$ cat src/rtl/layer_sequencer.sv
// Top-level scheduler for the CNN layer chain: launches each engine in order,
// waits for its done under a per-stage watchdog, traps protocol violations.
module layer_sequencer #(
    parameter int NUM_STAGES = 5,
    parameter int TIMEOUT    = 65536,
    parameter int STAGE_W    = (NUM_STAGES > 1) ? $clog2(NUM_STAGES) : 1
) (
    input  logic                  clk,
    input  logic                  reset,
    input  logic                  run,
    input  logic                  abort,
    input  logic                  clear,
    input  logic [NUM_STAGES-1:0] stage_done,
    output logic [NUM_STAGES-1:0] stage_start,
    output logic                  busy,
    output logic                  done,
    output logic                  error,
    output logic [1:0]            err_code,
    output logic [STAGE_W-1:0]    err_stage,
    output logic [STAGE_W-1:0]    cur_stage,
    output logic [31:0]           total_cycles
);
    localparam int WD_W = (TIMEOUT > 1) ? $clog2(TIMEOUT) : 1;
    localparam logic [1:0]         ERR_NONE     = 2'b00;
    localparam logic [1:0]         ERR_TIMEOUT  = 2'b01;
    localparam logic [1:0]         ERR_SPURIOUS = 2'b10;
    localparam logic [STAGE_W-1:0] LAST_STAGE   = STAGE_W'(NUM_STAGES - 1);
    localparam logic [WD_W-1:0]    WD_LIMIT     = WD_W'(TIMEOUT - 1);

    typedef enum logic [2:0] {S_IDLE, S_LAUNCH, S_WAIT, S_FINISH, S_ERROR} state_t;

    state_t                state_q, state_d;
    logic [STAGE_W-1:0]    stage_q, stage_d;
    logic [STAGE_W-1:0]    err_stage_q, err_stage_d;
    logic [1:0]            err_code_q, err_code_d;
    logic [WD_W-1:0]       wd_q, wd_d;
    logic [31:0]           tot_q, tot_d;
    logic [NUM_STAGES-1:0] cur_mask;
    logic                  own_done, other_done;

    assign cur_mask   = NUM_STAGES'(1) << stage_q;
    assign own_done   = |(stage_done & cur_mask);
    assign other_done = |(stage_done & ~cur_mask);

    always_ff @(posedge clk or posedge reset) begin
        if (reset) begin
            state_q     <= S_IDLE;
            stage_q     <= '0;
            err_stage_q <= '0;
            err_code_q  <= ERR_NONE;
            wd_q        <= '0;
            tot_q       <= '0;
        end else begin
            state_q     <= state_d;
            stage_q     <= stage_d;
            err_stage_q <= err_stage_d;
            err_code_q  <= err_code_d;
            wd_q        <= wd_d;
            tot_q       <= tot_d;
        end
    end

    always_comb begin
        state_d     = state_q;
        stage_d     = stage_q;
        err_stage_d = err_stage_q;
        err_code_d  = err_code_q;
        wd_d        = wd_q;
        tot_d       = tot_q;
        if ((state_q inside {S_LAUNCH, S_WAIT, S_FINISH}) && (tot_q != '1))
            tot_d = tot_q + 32'd1;
        case (state_q)
            S_IDLE: begin
                if (run) begin
                    state_d = S_LAUNCH;
                    stage_d = '0;
                    tot_d   = '0;
                end
            end
            S_LAUNCH: begin
                wd_d = '0;
                // An engine cannot legally finish in the cycle it is started.
                if (abort) begin
                    state_d = S_IDLE;
                end else if (|stage_done) begin
                    state_d     = S_ERROR;
                    err_code_d  = ERR_SPURIOUS;
                    err_stage_d = stage_q;
                end else begin
                    state_d = S_WAIT;
                end
            end
            S_WAIT: begin
                wd_d = wd_q + WD_W'(1);
                if (abort) begin
                    state_d = S_IDLE;
                end else if (other_done) begin
                    state_d     = S_ERROR;
                    err_code_d  = ERR_SPURIOUS;
                    err_stage_d = stage_q;
                end else if (own_done) begin
                    if (stage_q == LAST_STAGE) begin
                        state_d = S_FINISH;
                    end else begin
                        stage_d = stage_q + STAGE_W'(1);
                        state_d = S_LAUNCH;
                    end
                end else if (wd_q == WD_LIMIT) begin
                    state_d     = S_ERROR;
                    err_code_d  = ERR_TIMEOUT;
                    err_stage_d = stage_q;
                end
            end
            S_FINISH: state_d = S_IDLE;
            S_ERROR: begin
                if (clear) begin
                    state_d    = S_IDLE;
                    err_code_d = ERR_NONE;
                end
            end
            default: state_d = S_IDLE;
        endcase
    end

    assign stage_start  = (state_q == S_LAUNCH) ? cur_mask : '0;
    assign busy         = state_q inside {S_LAUNCH, S_WAIT, S_FINISH};
    assign done         = (state_q == S_FINISH);
    assign error        = (state_q == S_ERROR);
    assign err_code     = err_code_q;
    assign err_stage    = err_stage_q;
    assign cur_stage    = stage_q;
    assign total_cycles = tot_q;

endmodule

$ cat config.mk
export PLATFORM = sky130hd
export DESIGN_NAME = layer_sequencer
export DESIGN_NICKNAME = d
export VERILOG_FILES = /design/src/rtl/layer_sequencer.sv
export SDC_FILE = /design/constraint.sdc
export NUM_CORES = 1
export LEC_CHECK = 0
export BUFFER_PORTS_ARGS = -buffer_cell sky130_fd_sc_hd__buf_2
export CAP_MARGIN = 20
export CORE_ASPECT_RATIO = 0.8
export CORE_MARGIN = 3
export CORE_UTILIZATION = 56
export DETAILED_ROUTE_END_ITERATION = 10
export GPL_TIMING_DRIVEN = 0
export PLACE_DENSITY = 0.8
export SYNTH_ARGS = -nofsm -noshare
export SYNTH_HDL_FRONTEND = slang
export SYNTH_SLANG_ARGS = --single-unit
$ cat constraint.sdc
create_clock -name clk -period 2.55 [get_ports clk]
set_input_delay 0.255 -clock clk [delete_from_list [all_inputs] [get_ports clk]]
set_output_delay 0.255 -clock clk [all_outputs]
set_load 0.01 [all_outputs]
==> results.toml, run 1 <==
[sta]
tightestPinTransition_ns = 1.01
slew_viol_final = 0
layout_min_cycle_time_ns = 2.44
final-setup-viol-count = 0
finalCritPeriodShare_pct = 95.6
fmax_mhz = 410
holdWs_ns = 0.134
fin_skew_ns = 0.0107
slew_headroom_pct = 31.5
worst_slack_ns = 0.113
setup_tns_ns = 0
final_hold_viol_count = 0

[floorplan]
start_util_pct = 60.1
placeableCoreArea_mm2 = 0.00568
io-pin-count = 58
die_w_um = 93.2
chipHeight_um = 75.8
std_cell_rows = 24
floorplan.die_area_mm2 = 0.00706

[synthesis]
ys.flop_type = "dfrtp_1"
synth_edf_count = 0
synth_top_area_share_pct = 43.3
postSynthCellCount = 376
syn-cell-area_mm2 = 0.00341
synth_area_per_cell_um2 = 9.06
seq_area_frac_synth_pct = 43.3
synth.distinct_cells = 56
ys_ff_latch = 59
async_flop_share_pct = 100
post-synth-top-area-cell = "dfrtp_1"
ys_top_cells_by_area = "dfrtp_1 43%, o21ai_0 4.8%, a21oi_1 4.1%"
synthTopCellsByCount = "59 x dfrtp_1, 33 x o21ai_0, 31 x nand2_1, 28 x a21oi_1, 27 x nand3_1"
ys_warn_count = 0
yosysMostFrequentCell = "dfrtp_1"
syn_nets = 393

[pwr]
power.density_mw_per_mm2 = 528
ir_drop_v = 0.000319
p_leak_nw = 1.84

[finish]
final_cells = 529
antennaDiodeCount = 0
fin_nets = 464
drive_gt1_share_pct = 21.5
syn2layout_area_growth_pct = 19.2
finish.instance_area_mm2 = 0.00406

[hold_path]
hold_path_end = "state_q[2]"
min_from = "clear"
hold_path_depth = 2
worstHoldPathType = "in -> reg"

[setup_path]
critPathKind = "reg -> reg"
crit_arrival_ns = 2.66
crit_slowest_cell = "dfrtp_1"
r2r_end = "err_stage[0]"
crit_chain = "clkbuf_1 > inv_1 > ha_1 > nand2_1 > o221ai_1 > nor4_4 > o21ai_2 > mux2_2"
r2r_cells = 8
rr_startpoint = "cur_stage[2]"
max_stage_delay_ns = 0.43
crit_required_ns = 2.77
r2r_slack_ns = 0.11
crit_path_end_kind = "register"
cp_max_fo = 10
setup.worst_path.start_class = "register"

[place]
place.gp.congestion = 0.869
dp.cells = 512
pre_cts_ws_ns = -0.153
post-dp-hpwl_um = 6030
port_buffers = 57
post_dp_cell_area_mm2 = 0.00381

[detailed_routing]
wl_um = 8720
initialDrtViolationCount = 223
final_antenna_net_count = 0
via_per_inst = 6.30
routedWlPerCell_um = 16.5
dr_total_vias = 3335
dr.pass1.iters = 5
drc = 0

[clock_network]
cts_buffers = 9
cts_tree = "done"
clk_pin_slew_worst_paths_ns = 0.06
h-tree-depth = 3
clkLatencyLatePin_ns = 0.34
clk_path_buf_depth = 2
cts_root_buf = "clkbuf_8"
cts_sinks = 59

[job]
maxCapViolations = 0

[global_routing]
grt_overflow_total = 0
grtUsageTotal_pct = 26.1
grt_pass1_wl_um = 14600
grt_pass1_vias = 3131
grt_max_degree = 38
antenna_found_initial = 0

[run_status]
status = "finished clean"
## cells in the final DEF (no fill, tap or decap), drive strengths merged, types with 2 or more instances in the layout
master and count:
nand2 31, nand3b 2, and2 3, dfrtp 59, ha 7, nor3b 5
nor2b 4, nand4 13, and4 4, buf 66, a21o 3, or3 15
nor4 2, o21ai 34, clkbuf 21, nor3 10, mux2i 7, a21oi 28
a22o 3, inv 12, nor2 19, mux2 4, nand3 27, a31oi 3
o211ai 9, nand2b 3, or4 8, o31ai 16, and3 12
## where the power goes
part           internal (mW)  total (mW)  leakage, nW  switching (mW)
clock                  0.499       0.859       0.0995           0.360
sequential             0.965        1.01        0.819          0.0481
combinational         0.0985       0.275        0.917           0.176
## area by class of cell
cell class | count | area, µm²
buffer | 15 | 73.8
clock buffer | 13 | 159
clock inverter | 2 | 35.0
fill | 428 | 1610
inverter | 12 | 45.0
multi-input combinational | 290 | 1850
sequential | 59 | 1480
tap | 78 | 97.6
timing repair buffer | 60 | 323
## repair_timing
item | in CTS | in global routing
hold buffers | 1 | 0
endpoints found under the setup margin | 4 | 12
hold endpoints to repair | 22 | 0
gates cloned | 0 | 0
pin swaps | 0 | 1
setup buffers | 0 | 1
gates resized for setup | 1 | 5
## flip-flops by register name (all words and copies together) (netlist names)
signal,count
err_code,2
wd_q,16
total_cycles,32
state_q,3
cur_stage,3
err_stage,3
## worst max path at each step
stage | start | end | slack (ns) | cells after the start
6_report | cur_stage[2] | err_stage[0] | 0.11 | 8
5_1_grt | cur_stage[2] | err_stage[2] | -0.002 | 8
4_1_cts | cur_stage[2] | err_stage[2] | 0.02 | 8
3_5_place_dp | cur_stage[2] | err_stage[2] | -0.15 | 8
3_3_place_gp | cur_stage[2] | err_stage[2] | -0.05 | 8
2_1_floorplan | cur_stage[2] | err_stage[0] | 0.35 | 8
## logic make-up (layout without fill, tap and decap cells)
kind of cell               after synthesis  count (layout)  synth area share [%]
xor gates and xnor gates                 1               1                 0.257
buffers and inverters                   27             102                  3.49
and+or+nand+nor                        161             161                  26.5
AOI/OAI and AO/OA                      110             110                  20.4
adders and majority gates                7               7                  2.57
DFF                                     59              59                  43.3
muxes                                   11              11                  3.38
## stage by stage
| stage | total power, mW | util [%] |
|---|---|---|
| 3_5_place_dp | 1.29 | 67.2 |
| 3_3_place_gp | 1.28 | 66.8 |
| 5_1_grt | 2.24 | 71.6 |
| 6_report | 2.15 | 71.6 |
| 4_1_cts | 2.15 | 70.9 |
| 2_1_floorplan | 1.18 | - |
## critical path, delay by kind of cell, from the launching register on
family          cells  cell delay (ns)
simple gates        2             0.50
buf+inv             2             0.48
flops               1             0.43
compound gates      2             0.38
mux                 1             0.30
fa+ha+maj           1             0.24
## per-layer routing
layer	track usage [%]	wire length [µm]	part of all wire (%)	up-vias
met5	0	0	0	-
met4	9.27	49	0.56	0
met3	6.02	555	6.4	8
met2	40.7	4040	46	118
met1	36.0	4070	47	1629
li1	-	-	-	1580
Note: power is estimated with default switching activity, not from simulation.
==> run 2: changes to the inputs <==
Settings changed: PLACE_DENSITY 0.8 to 0.84.
Clock period 2.55 ns to 2.4 ns, I/O delays scaled along.
==> results.toml, run 2 (same netlist as run 1, synthesis figures left out) <==
[sta]
final-setup-viol-count = 0
layout_min_cycle_time_ns = 2.28
final_hold_viol_count = 0
fin_skew_ns = 0.00763
fmax_mhz = 439
slew_viol_final = 0
finalCritPeriodShare_pct = 94.8
slew_headroom_pct = 52.2
worst_slack_ns = 0.124
tightestPinTransition_ns = 0.712
holdWs_ns = 0.141

[clock_network]
clk_pin_slew_worst_paths_ns = 0.07
cts_root_buf = "clkbuf_8"
clkLatencyLatePin_ns = 0.33
clk_path_buf_depth = 2
cts_sinks = 59
h-tree-depth = 3
cts_tree = "done"
cts_buffers = 9

[pwr]
p_leak_nw = 1.86
p_total_mw = 2.34
ir_drop_v = 0.000522
power.density_mw_per_mm2 = 564

[detailed_routing]
dr.pass1.iters = 5
wl_um = 8790
drc = 0
via_per_inst = 6.36
routedWlPerCell_um = 16.5
final_antenna_net_count = 0
dr_total_vias = 3386
initialDrtViolationCount = 238

[setup_path]
r2r_cells = 7
crit_required_ns = 2.65
crit_arrival_ns = 2.52
r2r_end = "total_cycles[17]"
cp_max_fo = 10
setup.worst_path.start_class = "register"
crit_path_end_kind = "register"
rr_startpoint = "total_cycles[16]"
critPathKind = "reg -> reg"
r2r_slack_ns = 0.12

[finish]
fin_nets = 466
largest_register_ffs = 32
syn2layout_area_growth_pct = 21.4
final_common_cell = "buf_2"
multi_input_area_mm2 = 0.00188
antennaDiodeCount = 0
fillers = 419
layout_common_cells = "60 x buf_2, 56 x dfrtp_1, 33 x o21ai_0, 31 x nand2_1, 28 x a21oi_1"
register_area_mm2 = 0.00148
drive_gt1_share_pct = 24.4
finish.instance_area_mm2 = 0.00414

[hold_path]
worstHoldPathType = "in -> reg"
min_from = "clear"
hold_path_depth = 2
hold_path_end = "state_q[2]"

[global_routing]
grt_overflow_total = 0
grtUsageTotal_pct = 25.2
grt_max_degree = 37
grt_pass1_vias = 2985
gr-usage-met3_pct = 5.92
antenna_found_initial = 0
busiest_layer = "met2"
grt_use_met1_pct = 34.9
grtUsageMet2_pct = 39.9
grt_pass1_wl_um = 14200

[job]
maxCapViolations = 0

[floorplan]
std_cell_rows = 24
die_w_um = 93.2
start_util_pct = 60.1
placeableCoreArea_mm2 = 0.00568
floorplan.die_area_mm2 = 0.00706
chipHeight_um = 75.8
io-pin-count = 58

[place]
place.gp.congestion = 0.903
post_dp_cell_area_mm2 = 0.00381
pre_cts_ws_ns = -0.331
post-dp-hpwl_um = 6110
port_buffers = 57

[run_status]
status = "finished clean"
==> run 2: metrics by stage <==
stage | cells | util [%] | setup TNS, ns
after detailed placement | 512 | 67.2 | -1.15
after global routing | 532 | 72.9 | -0.0420
final | 532 | 72.9 | 0
after CTS | 529 | 71.5 | -0.00918
after floorplan | 376 | - | 0
after global placement | 511 | 66.8 | -3.57
==> run 2: layout make-up <==
cell class                      instances  share of cell area, %
Timing Repair Buffer                   62                   8.16
Multi-Input combinational cell        290                   45.5
Tap cell                               78                   2.36
Inverter                               12                   1.09
Sequential cell                        59                   35.8
Clock buffer                           12                   3.99
Clock inverter                          4                   1.15
Buffer                                 15                   2.03
==> run 2: metal layers <==
metal  vias to the layer above  wire length [µm]
li1                       1579                 -
met1                      1632              3940
met2                       159              4070
met3                        16               665
met4                         0               114
met5                         -                 0
==> run 2: timing repair <==
item / in CTS / in global routing
hold buffers: 1 / 0
endpoints found under the setup margin: 9 / 42
setup buffers: 0 / 3
resized for setup: 5 / 18
pin swaps: 1 / 5
hold endpoints to repair: 23 / 0
==> run 2: worst max path at each step <==
stage	startpoint	end	slack, ns	cells after the start
after floorplan	cur_stage[2]	err_stage[0]	0.20	8
after global placement	cur_stage[2]	err_stage[2]	-0.24	8
after detailed placement	cur_stage[2]	err_stage[1]	-0.33	8
after CTS	total_cycles[1]	total_cycles[17]	-0.004	7
after global routing	cur_stage[2]	err_stage[1]	-0.02	9
final	total_cycles[16]	total_cycles[17]	0.12	7
==> run 2: critical path, stage by stage (launching register included) <==
cell and delay (ns):
dfrtp_1 0.46, and4_1 0.21, clkbuf_1 0.21, nand3_1 0.27, o311ai_4 0.50, clkbuf_4 0.29
o21ai_0 0.09, a21oi_1 0.16
==> run 2: where the power goes <==
| part | switching (mW) | leakage (nW) | internal (mW) | total, mW |
|---|---|---|---|---|
| combinational | 0.194 | 0.942 | 0.110 | 0.304 |
| sequential | 0.0459 | 0.814 | 1.03 | 1.07 |
| clock | 0.397 | 0.108 | 0.561 | 0.958 |
